[src/rtl/imem_loader_pkg.sv]
// Shared constants and loader state encoding for the instruction-memory loader.
// Instructions are fetched big-endian as two bytes at PC, PC+1.
package imem_pkg;

    localparam int IMEM_ADDR_W = 8;
    localparam int INSTR_W     = 16;

    typedef enum logic [2:0] {
        IDLE,
        LEN,
        DATA,
        CSUM,
        DONE
    } loader_state_t;

endpackage

[src/rtl/imem_loader.sv]
// Loads a framed byte stream (LEN, N data bytes, XOR CSUM) into the instruction
// memory write port, holding the CPU until the frame completes.
module imem_loader
    import imem_pkg::*;
#(
    parameter int                 ADDR_W    = IMEM_ADDR_W,
    parameter logic [ADDR_W-1:0]  BASE_ADDR = '0
) (
    input  logic              clk,
    input  logic              rst_n,
    input  logic              start,
    input  logic [7:0]        in_data,
    input  logic              in_valid,
    output logic              in_ready,
    output logic              mem_we,
    output logic [ADDR_W-1:0] mem_addr,
    output logic [7:0]        mem_wdata,
    output logic              cpu_hold,
    output logic              done,
    output logic              err
);

    // One extra bit so a full-depth frame (LEN=0) fits in the counter.
    localparam int              CNT_W = ADDR_W + 1;
    localparam logic [CNT_W-1:0] DEPTH = CNT_W'(1) << ADDR_W;

    loader_state_t     r_state, w_state_nxt;
    logic [CNT_W-1:0]  r_count, w_count_nxt;
    logic [7:0]        r_csum, w_csum_nxt;
    logic [ADDR_W-1:0] r_addr, w_addr_nxt;
    logic              r_odd, w_odd_nxt;
    logic              r_in_ready, w_in_ready_nxt;
    logic              r_we, w_we_nxt;
    logic [ADDR_W-1:0] r_maddr, w_maddr_nxt;
    logic [7:0]        r_wdata, w_wdata_nxt;
    logic              r_hold, w_hold_nxt;
    logic              r_done, w_done_nxt;
    logic              r_err, w_err_nxt;
    logic              w_xfer;

    assign w_xfer = in_valid && r_in_ready;

    always_ff @(posedge clk or negedge rst_n) begin
        if (!rst_n) begin
            r_state    <= IDLE;
            r_count    <= '0;
            r_csum     <= '0;
            r_addr     <= BASE_ADDR;
            r_odd      <= 1'b0;
            r_in_ready <= 1'b0;
            r_we       <= 1'b0;
            r_maddr    <= BASE_ADDR;
            r_wdata    <= '0;
            r_hold     <= 1'b0;
            r_done     <= 1'b0;
            r_err      <= 1'b0;
        end else begin
            r_state    <= w_state_nxt;
            r_count    <= w_count_nxt;
            r_csum     <= w_csum_nxt;
            r_addr     <= w_addr_nxt;
            r_odd      <= w_odd_nxt;
            r_in_ready <= w_in_ready_nxt;
            r_we       <= w_we_nxt;
            r_maddr    <= w_maddr_nxt;
            r_wdata    <= w_wdata_nxt;
            r_hold     <= w_hold_nxt;
            r_done     <= w_done_nxt;
            r_err      <= w_err_nxt;
        end
    end

    always_comb begin
        w_state_nxt = r_state;
        w_count_nxt = r_count;
        w_csum_nxt  = r_csum;
        w_addr_nxt  = r_addr;
        w_odd_nxt   = r_odd;
        w_we_nxt    = 1'b0;
        w_maddr_nxt = r_maddr;
        w_wdata_nxt = r_wdata;
        w_hold_nxt  = r_hold;
        w_done_nxt  = 1'b0;
        w_err_nxt   = r_err;

        case (r_state)
            IDLE: begin
                if (start) begin
                    w_state_nxt = LEN;
                    w_hold_nxt  = 1'b1;
                    w_err_nxt   = 1'b0;
                    w_csum_nxt  = '0;
                    w_addr_nxt  = BASE_ADDR;
                end
            end
            LEN: begin
                if (w_xfer) begin
                    w_count_nxt = (in_data == 8'd0) ? DEPTH : CNT_W'(in_data);
                    w_odd_nxt   = in_data[0];
                    w_state_nxt = DATA;
                end
            end
            DATA: begin
                if (w_xfer) begin
                    w_we_nxt    = 1'b1;
                    w_maddr_nxt = r_addr;
                    w_wdata_nxt = in_data;
                    w_csum_nxt  = r_csum ^ in_data;
                    w_addr_nxt  = r_addr + 1'b1;
                    w_count_nxt = r_count - 1'b1;
                    if (r_count == CNT_W'(1))
                        w_state_nxt = CSUM;
                end
            end
            CSUM: begin
                // An odd byte count leaves the final 16-bit instruction half-written.
                if (w_xfer) begin
                    w_err_nxt   = (in_data != r_csum) || r_odd;
                    w_done_nxt  = 1'b1;
                    w_hold_nxt  = 1'b0;
                    w_state_nxt = DONE;
                end
            end
            DONE: begin
                w_state_nxt = IDLE;
            end
            default: begin
                w_state_nxt = IDLE;
            end
        endcase

        w_in_ready_nxt = (w_state_nxt == LEN) || (w_state_nxt == DATA) ||
                         (w_state_nxt == CSUM);
    end

    assign in_ready  = r_in_ready;
    assign mem_we    = r_we;
    assign mem_addr  = r_maddr;
    assign mem_wdata = r_wdata;
    assign cpu_hold  = r_hold;
    assign done      = r_done;
    assign err       = r_err;

endmodule

[config.mk]
export PLATFORM = sky130hd
export DESIGN_NAME = imem_loader
export DESIGN_NICKNAME = d
export VERILOG_FILES = /design/src/rtl/imem_loader_pkg.sv /design/src/rtl/imem_loader.sv
export SDC_FILE = /design/constraint.sdc
export NUM_CORES = 1
export LEC_CHECK = 0
export ABC_CLOCK_PERIOD_IN_PS = 2240
export CAP_MARGIN = 20
export CORE_ASPECT_RATIO = 1.2
export CORE_MARGIN = 1
export CORE_UTILIZATION = 54
export DETAILED_ROUTE_END_ITERATION = 10
export GPL_TIMING_DRIVEN = 0
export PLACE_DENSITY_LB_ADDON = 0.08
export SLEW_MARGIN = 10
export SYNTH_ARGS = -nofsm -noshare
export SYNTH_HDL_FRONTEND = slang
export SYNTH_SLANG_ARGS = --single-unit
export TNS_END_PERCENT = 100
[constraint.sdc]
create_clock -name clk -period 2.24 [get_ports clk]
set_clock_uncertainty 0.2 [all_clocks]
set_input_delay 0.448 -clock clk [delete_from_list [all_inputs] [get_ports clk]]
set_output_delay 0.448 -clock clk [all_outputs]
set_load 0.01 [all_outputs]
==> results.md, run 1 <==
* Fin cells at 359
* Type of origin of the critical path: flop
* Period utilization at 0.949
* GPL Wtd Cong at a little under 0.8
* Largest net degree at the start of global routing at 31
* WP buf/inv at 0
* Min Clock Period, post-route at approximately 2100 ps
* FF-to-FF setup slack at between 100 and 150 ps
* CP peak stage delay at 590 ps
* Prevailing post-synth register cell: dfrtp_1
* Worst reg2reg startpoint: r_count[3]$_DFFE_PN0P_
* Slew HR at 0.481
* Post-synth top area cell: dfrtp_1
* Core area at roughly 4300 um2
* Beginning of the critical path: r_count[3]$_DFFE_PN0P_
* Average wire per cell in the routed design at 15.2 um
* Top-count cell post-synth: nand2_1
* Crit Path Max Fanout at 7
* Initial antenna violation count at 0
* H-tree levels at 2
* Sequential-to-total area share from yosys stat at 0.517
* Die W at 63.1 um
* Post-DP HPWL at ~3900 um
* Worst path required time at between 2000 and 2500 ps
* Site row count at 26
* Leakage at 1.32 nW
* Max-cap viol count at 0
* DRT Wirelength at about 5500 um
* #FFs+latches synth at 50
* Crit-path cells: or4_4 > or3_4 > o41ai_4 > or2_1
* Setup Viol. Count Final at 0
* CTS root buffer: clkbuf_8
* Die height at roughly 75 um
* Critical R2R Capture: in_ready$_DFF_PN0_
* Vias in the first global route at between 1500 and 2000
* PD cells at roughly 1200 nW/um2
* Initial DRT Pass Iterations at 4
* Die area at around 4800 um2
* Vias/cell at 5.53
* Syn Nets at between 200 and 300
* Routed Antenna Nets at 0
* CP Class: reg2reg
* Min-Delay Path Class: reg2reg
* Synth top area cells: dfrtp_1, nand2_1, o21ai_0, xnor2_1, nor2_1
* Final #Nets at about 320
* RSZ-0062 raised after global routing: false
* Worst skew pair latency at around 300 ps
* Layout cell share with drive strength beyond 1 at 0.0726
* Post-CTS Setup Inserts at 0
* DR vias at between 1500 and 2000
* Synth cell count leaders: nand2_1, dfrtp_1, o21ai_0, nor2_1
* Top delay family on crit path: simple AND/OR/NAND/NOR gates
* Worst setup path endpoint: in_ready$_DFF_PN0_
* Clk sinks at 50
* Diodes inserted at 0
* Asr flop ratio synth at 1.00
* Starting Density at 0.564
* Dpl cell area at 2830 um2
* Synth warnings at 0
* Area growth, synth to finish at 21.2%
* TritonCTS clock tree: done
* Avg Cell Area, Syn at 9.24 um2
* Worst path arrival time at 2170 ps
* Area fraction of the dominant cell type after synthesis at 0.517
* Final Max Slew Viols at 0
* Worst-Margin Slew at between 700 and 800 ps
* Mapped Area at ~2400 um2
* CTS clk-pin slew, worst paths at roughly 90 ps
* Critical path's slowest cell: or4_4
* Fin area at slightly below 3000 um2
* Number of cells on the critical path at 4
* Max Clock Freq at roughly 470 MHz
* # port buffers at 32
* First-pass GRT wire length at 8740 um
* CTS buffer count at 5
* Final hold violations at 0
* Hold Path Depth at 2
* Overflow after GRT at 0
* Synth unique cells at 47
* Reg2Reg Depth at 4
* # DRC at 0
* Overall routing resource usage at 0.241
* Initial drt markers at ~130
* EDFF count, synth at 0
* Post-synthesis cell count at between 200 and 300
* Max Root-Sink Buffers at 2
* CP endpoint kind: flop
* Run status: finished, final reports clean
* I/O pins at 33
* Dpl cells at roughly 350
* Peak supply drop at about 0.63 mV
==> how the worst min path moves through the flow <==
stage | end | slack, ps | start
final | mem_addr[5]$_DFFE_PN0P_ | 280 | mem_addr[5]$_DFFE_PN0P_
after global routing | mem_addr[2]$_DFFE_PN0P_ | 310 | mem_addr[2]$_DFFE_PN0P_
after CTS | mem_addr[5]$_DFFE_PN0P_ | 280 | mem_addr[5]$_DFFE_PN0P_
after detailed placement | in_ready$_DFF_PN0_ | 250 | rst_n
after global placement | mem_addr[4]$_DFFE_PN0P_ | 260 | mem_addr[4]$_DFFE_PN0P_
after floorplan | cpu_hold$_DFFE_PN0P_ | -50 | rst_n
==> metal layers <==
metal / GRT usage / wire length [um] / vias up
met5: 0 / 0 / -
met4: 0.0672 / 74 / 0
met3: 0.0479 / 188 / 8
met2: 0.428 / 2730 / 42
met1: 0.302 / 2460 / 955
li1: - / - / 980
==> sequential cells by signal (all words and copies together) (netlist names), 3 cells and up <==
name	cells
r_count	9
mem_addr	8
mem_wdata	8
r_addr	8
r_csum	8
r_state	3
==> what timing repair did <==
action,4_1_cts,5_1_grt
endpoints found under the setup margin,12,10
hold buffers,1,0
hold endpoints to repair,20,0
gates resized for setup,2,4
==> through the flow <==
stage	utilization	worst slack, ps	hold WS (ps)	power (mW)	setup TNS [ps]
floorplan	-	258	-47.6	2.44	0
global placement	0.655	-982	260	2.96	-60270
detailed placement	0.658	-524	245	3.01	-11740
CTS	0.682	1.06	284	3.55	0
global route	0.683	30.8	312	3.80	0
finish	0.683	114	280	3.54	0
==> layout by cell type, fill, tap and decap left out, types with 2 or more instances in the layout <==
| master | synthesis | layout |
|---|---|---|
| nand3b_1 | 2 | 2 |
| inv_1 | 6 | 6 |
| nor2_1 | 22 | 22 |
| a21oi_1 | 8 | 8 |
| a22o_1 | 2 | 2 |
| clkinv_2 | 0 | 2 |
| xnor2_1 | 10 | 10 |
| nor2b_1 | 4 | 4 |
| nand2b_1 | 3 | 3 |
| clkbuf_8 | 0 | 5 |
| nand2_1 | 54 | 54 |
| xor2_1 | 4 | 4 |
| nor4_1 | 6 | 6 |
| o21ai_0 | 28 | 28 |
| nor3_1 | 7 | 7 |
| clkdlybuf4s50_1 | 0 | 30 |
| o2bb2ai_1 | 5 | 5 |
| buf_2 | 1 | 2 |
| dfrtp_1 | 50 | 50 |
| o31ai_1 | 2 | 2 |
| nand3_1 | 8 | 8 |
| clkbuf_1 | 10 | 8 |
| ha_1 | 3 | 3 |
==> power by group <==
group	switching [mW]	internal [mW]	total, mW	leakage [nW]
logic	0.834	0.701	1.53	0.617
clock network	0.305	0.220	0.525	0.0441
registers	0.267	1.21	1.48	0.654
==> cell families (layout without fill, tap and decap cells) <==
group | Yosys count | count (layout) | share of synthesized area
mux | 1 | 1 | 0.00465
compound gates | 55 | 55 | 0.148
xor+xnor | 14 | 14 | 0.0506
flops | 50 | 50 | 0.517
fa+ha+maj | 3 | 3 | 0.0155
simple gates | 120 | 120 | 0.235
buf+inv | 19 | 60 | 0.0300
==> layout make-up <==
type                    count  area (um2)
fillers                   360        1360
flip-flops and latches     50        1250
multi-input cells         193        1100
repair buffers             34         348
well taps                  56        70.1
clock buffers               5        68.8
plain buffers              11        43.8
inverters                   7        27.5
clock inverters             3        21.3
==> worst min-delay path: stages (launching register included) <==
cell     delay, ps
dfrtp_1        350
nand2_1         50
nand2_1         50
Note: power is estimated with default switching activity, not from simulation.
==> inputs of run 2 (changes only) <==
--- a/config.mk
+++ b/config.mk
@@ -7,11 +7,11 @@
 export LEC_CHECK = 0
 export ABC_CLOCK_PERIOD_IN_PS = 2240
 export CAP_MARGIN = 20
-export CORE_ASPECT_RATIO = 1.2
+export CORE_ASPECT_RATIO = 0.8
 export CORE_MARGIN = 1
 export CORE_UTILIZATION = 54
 export DETAILED_ROUTE_END_ITERATION = 10
-export GPL_TIMING_DRIVEN = 0
+export GPL_TIMING_DRIVEN = 1
 export PLACE_DENSITY_LB_ADDON = 0.08
 export SLEW_MARGIN = 10
 export SYNTH_ARGS = -nofsm -noshare
==> run 2 against run 1 <==
First-iteration DRC count up 11%; final area grew 6.4%; largest cell class unchanged; sequential cell count stayed put; sequential share of layout area is 2.6 points lower; final cell count grew 4.2%; worst setup slack better by 93 ps; count of clock-buffer cells in the layout rose by 1; critical path depth stayed put; die area about the same; power increased by 9.6%.
==> results.md, run 2 (synthesis gave the netlist of run 1 again) <==
* Run status: finished, final reports clean
* TritonCTS clock tree: done
* Worst reg2reg startpoint: r_count[3]$_DFFE_PN0P_
* # DRC at 0 (unchanged)
* Area growth, synth to finish at 28.9%
* CTS buffer count at 5 (unchanged)
* Die area at 4760 um2 (about the same)
* Overflow after GRT at 0 (unchanged)
* Min Clock Period, post-route at 2030 ps (-92.6 ps)
* Vias in the first global route at 1842 (-1.5%)
* Crit Path Max Fanout at 4 (-3)
* Initial drt markers at 141 (+11%)
* Vias/cell at 5.36 (-3.0%)
* Top delay family on crit path: simple AND/OR/NAND/NOR gates
* PD cells at 1240 nW/um2 (+3.0%)
* Max Clock Freq at 492 MHz (+4.6%)
* I/O pins at 33 (unchanged)
* Clk sinks at 50 (unchanged)
* Critical path's slowest cell: or4_4
* Final #Nets at 331 (+4.4%)
* Setup Viol. Count Final at 0 (unchanged)
* Worst path required time at 2300 ps (about the same)
* WP buf/inv at 0 (unchanged)
* Hold endpoint: mem_addr[3]$_DFFE_PN0P_
* Crit-path cells: or4_4 > or3_4 > o41ai_4 > or2_1
* Critical R2R Capture: in_ready$_DFF_PN0_
* DRT Wirelength at 5470 um (+0.13%)
* Leakage at 1.42 nW (+8.2%)
* Min-Delay Path Class: reg2reg
* Diodes inserted at 0 (unchanged)
* Slew HR at 0.634 (+0.153)
* Post-CTS Setup Inserts at 0 (unchanged)
* GPL Wtd Cong at 0.798 (+1.3%)
* CP Class: reg2reg
* Worst path arrival time at 2090 ps (-80 ps)
* CTS root buffer: clkbuf_8
* FF-to-FF setup slack at 210 ps (+90 ps)
* Max Root-Sink Buffers at 2 (unchanged)
* Period utilization at 0.908 (-0.0413)
* First-pass GRT wire length at 9000 um (+3.0%)
* CTS clk-pin slew, worst paths at 90 ps (about the same)
* Biggest register: r_count
* Largest net degree at the start of global routing at 30 (-3.2%)
* Core area at 4230 um2 (-1.5%)
* Dpl cell area at 2970 um2 (+5.0%)
* Hold Path Depth at 2 (unchanged)
* Starting Density at 0.572 (+0.00850)
* Initial antenna violation count at 0 (unchanged)
* CP endpoint kind: flop
* Routed Antenna Nets at 0 (unchanged)
* Final hold violations at 0 (unchanged)
* Die height at 61.9 um (-18%)
* Initial DRT Pass Iterations at 5 (+1)
* # port buffers at 32 (unchanged)
* RSZ-0062 raised after global routing: false
* CP peak stage delay at 570 ps (-20 ps)
* Post-DP HPWL at 3930 um (+1.9%)
* Worst-Margin Slew at 536 ps (-237 ps)
* Average wire per cell in the routed design at 14.6 um (-3.9%)
* H-tree levels at 2 (unchanged)
* Worst skew pair latency at 310 ps (about the same)
* Max-cap viol count at 0 (unchanged)
* DR vias at 2005 (+1.0%)
* Reg2Reg Depth at 4 (unchanged)
* Final Max Slew Viols at 0 (unchanged)
* Max reg flops at 9 (unchanged)
* Die W at 76.9 um (+22%)
* Type of origin of the critical path: flop
* Overall power at 3.88 mW (+9.6%)
* Most frequent cells in the layout: nand2_1, dfrtp_1, clkdlybuf4s50_1
* Overall routing resource usage at 0.255 (+0.0142)
* Layout cell share with drive strength beyond 1 at 0.136 (+0.0630)
* Site row count at 21 (-19%)
* Hold path start: mem_addr[3]$_DFFE_PN0P_
* Fin area at 3120 um2 (+6.4%)
* Most common cell after layout, fill and taps aside: nand2_1
* Peak supply drop at 0.744 mV (+17%)
==> run 2: cell type report <==
type                       instances  area, um2
timing repair buffer              59        533
clock buffer                       6       82.6
clock inverter                     2       60.1
fill                             330       1110
sequential                        50       1250
multi-input combinational        193       1100
tap                               57       71.3
inverter                           7       26.3
==> run 2: layer usage <==
metal	global-route usage	wire length [um]	vias to the layer above
met4	0.107	94	0
met2	0.375	2340	54
met5	0	0	-
met1	0.377	2730	937
li1	-	-	1004
met3	0.0453	295	10
==> run 2: worst max-delay path by stage <==
stage | start | to | slack [ps] | cells after the start
after floorplan | r_count[3]$_DFFE_PN0P_ | in_ready$_DFF_PN0_ | 260 | 4
after global placement | in_valid | r_addr[6]$_DFFE_PN0P_ | -40 | 5
after detailed placement | in_valid | r_addr[6]$_DFFE_PN0P_ | -100 | 5
after CTS | r_count[3]$_DFFE_PN0P_ | in_ready$_DFF_PN0_ | 190 | 4
after global routing | r_count[3]$_DFFE_PN0P_ | in_ready$_DFF_PN0_ | 130 | 4
final | r_count[3]$_DFFE_PN0P_ | in_ready$_DFF_PN0_ | 210 | 4
==> run 2: tightest hold or removal path: stages (launching register included) <==
cell and delay [ps]:
dfrtp_1 350, nand2_1 50, nand2_1 60
==> run 2: power breakdown <==
part | internal (mW) | total (mW) | leakage, nW | switching, mW
Sequential | 1.22 | 1.45 | 0.654 | 0.239
Combinational | 0.793 | 1.65 | 0.697 | 0.857
Clock | 0.476 | 0.777 | 0.0714 | 0.301
Total | 2.48 | 3.88 | 1.42 | 1.40
==> run 2: repair_timing <==
action	in CTS	in global routing
endpoints found under the hold margin	21	0
hold buffers	1	0
gates resized for setup	0	0
==> run 2: stage by stage <==
step / setup TNS, ps / utilization / setup WS (ps) / cells / hold slack [ps]
after floorplan: 0 / - / 258 / 262 / -47.6
after global placement: -40.0 / 0.702 / -40.0 / 365 / 250
after detailed placement: -169 / 0.702 / -101 / 365 / 250
after CTS: 0 / 0.738 / 191 / 374 / 289
after global routing: 0 / 0.738 / 130 / 374 / 318
final: 0 / 0.738 / 207 / 374 / 282
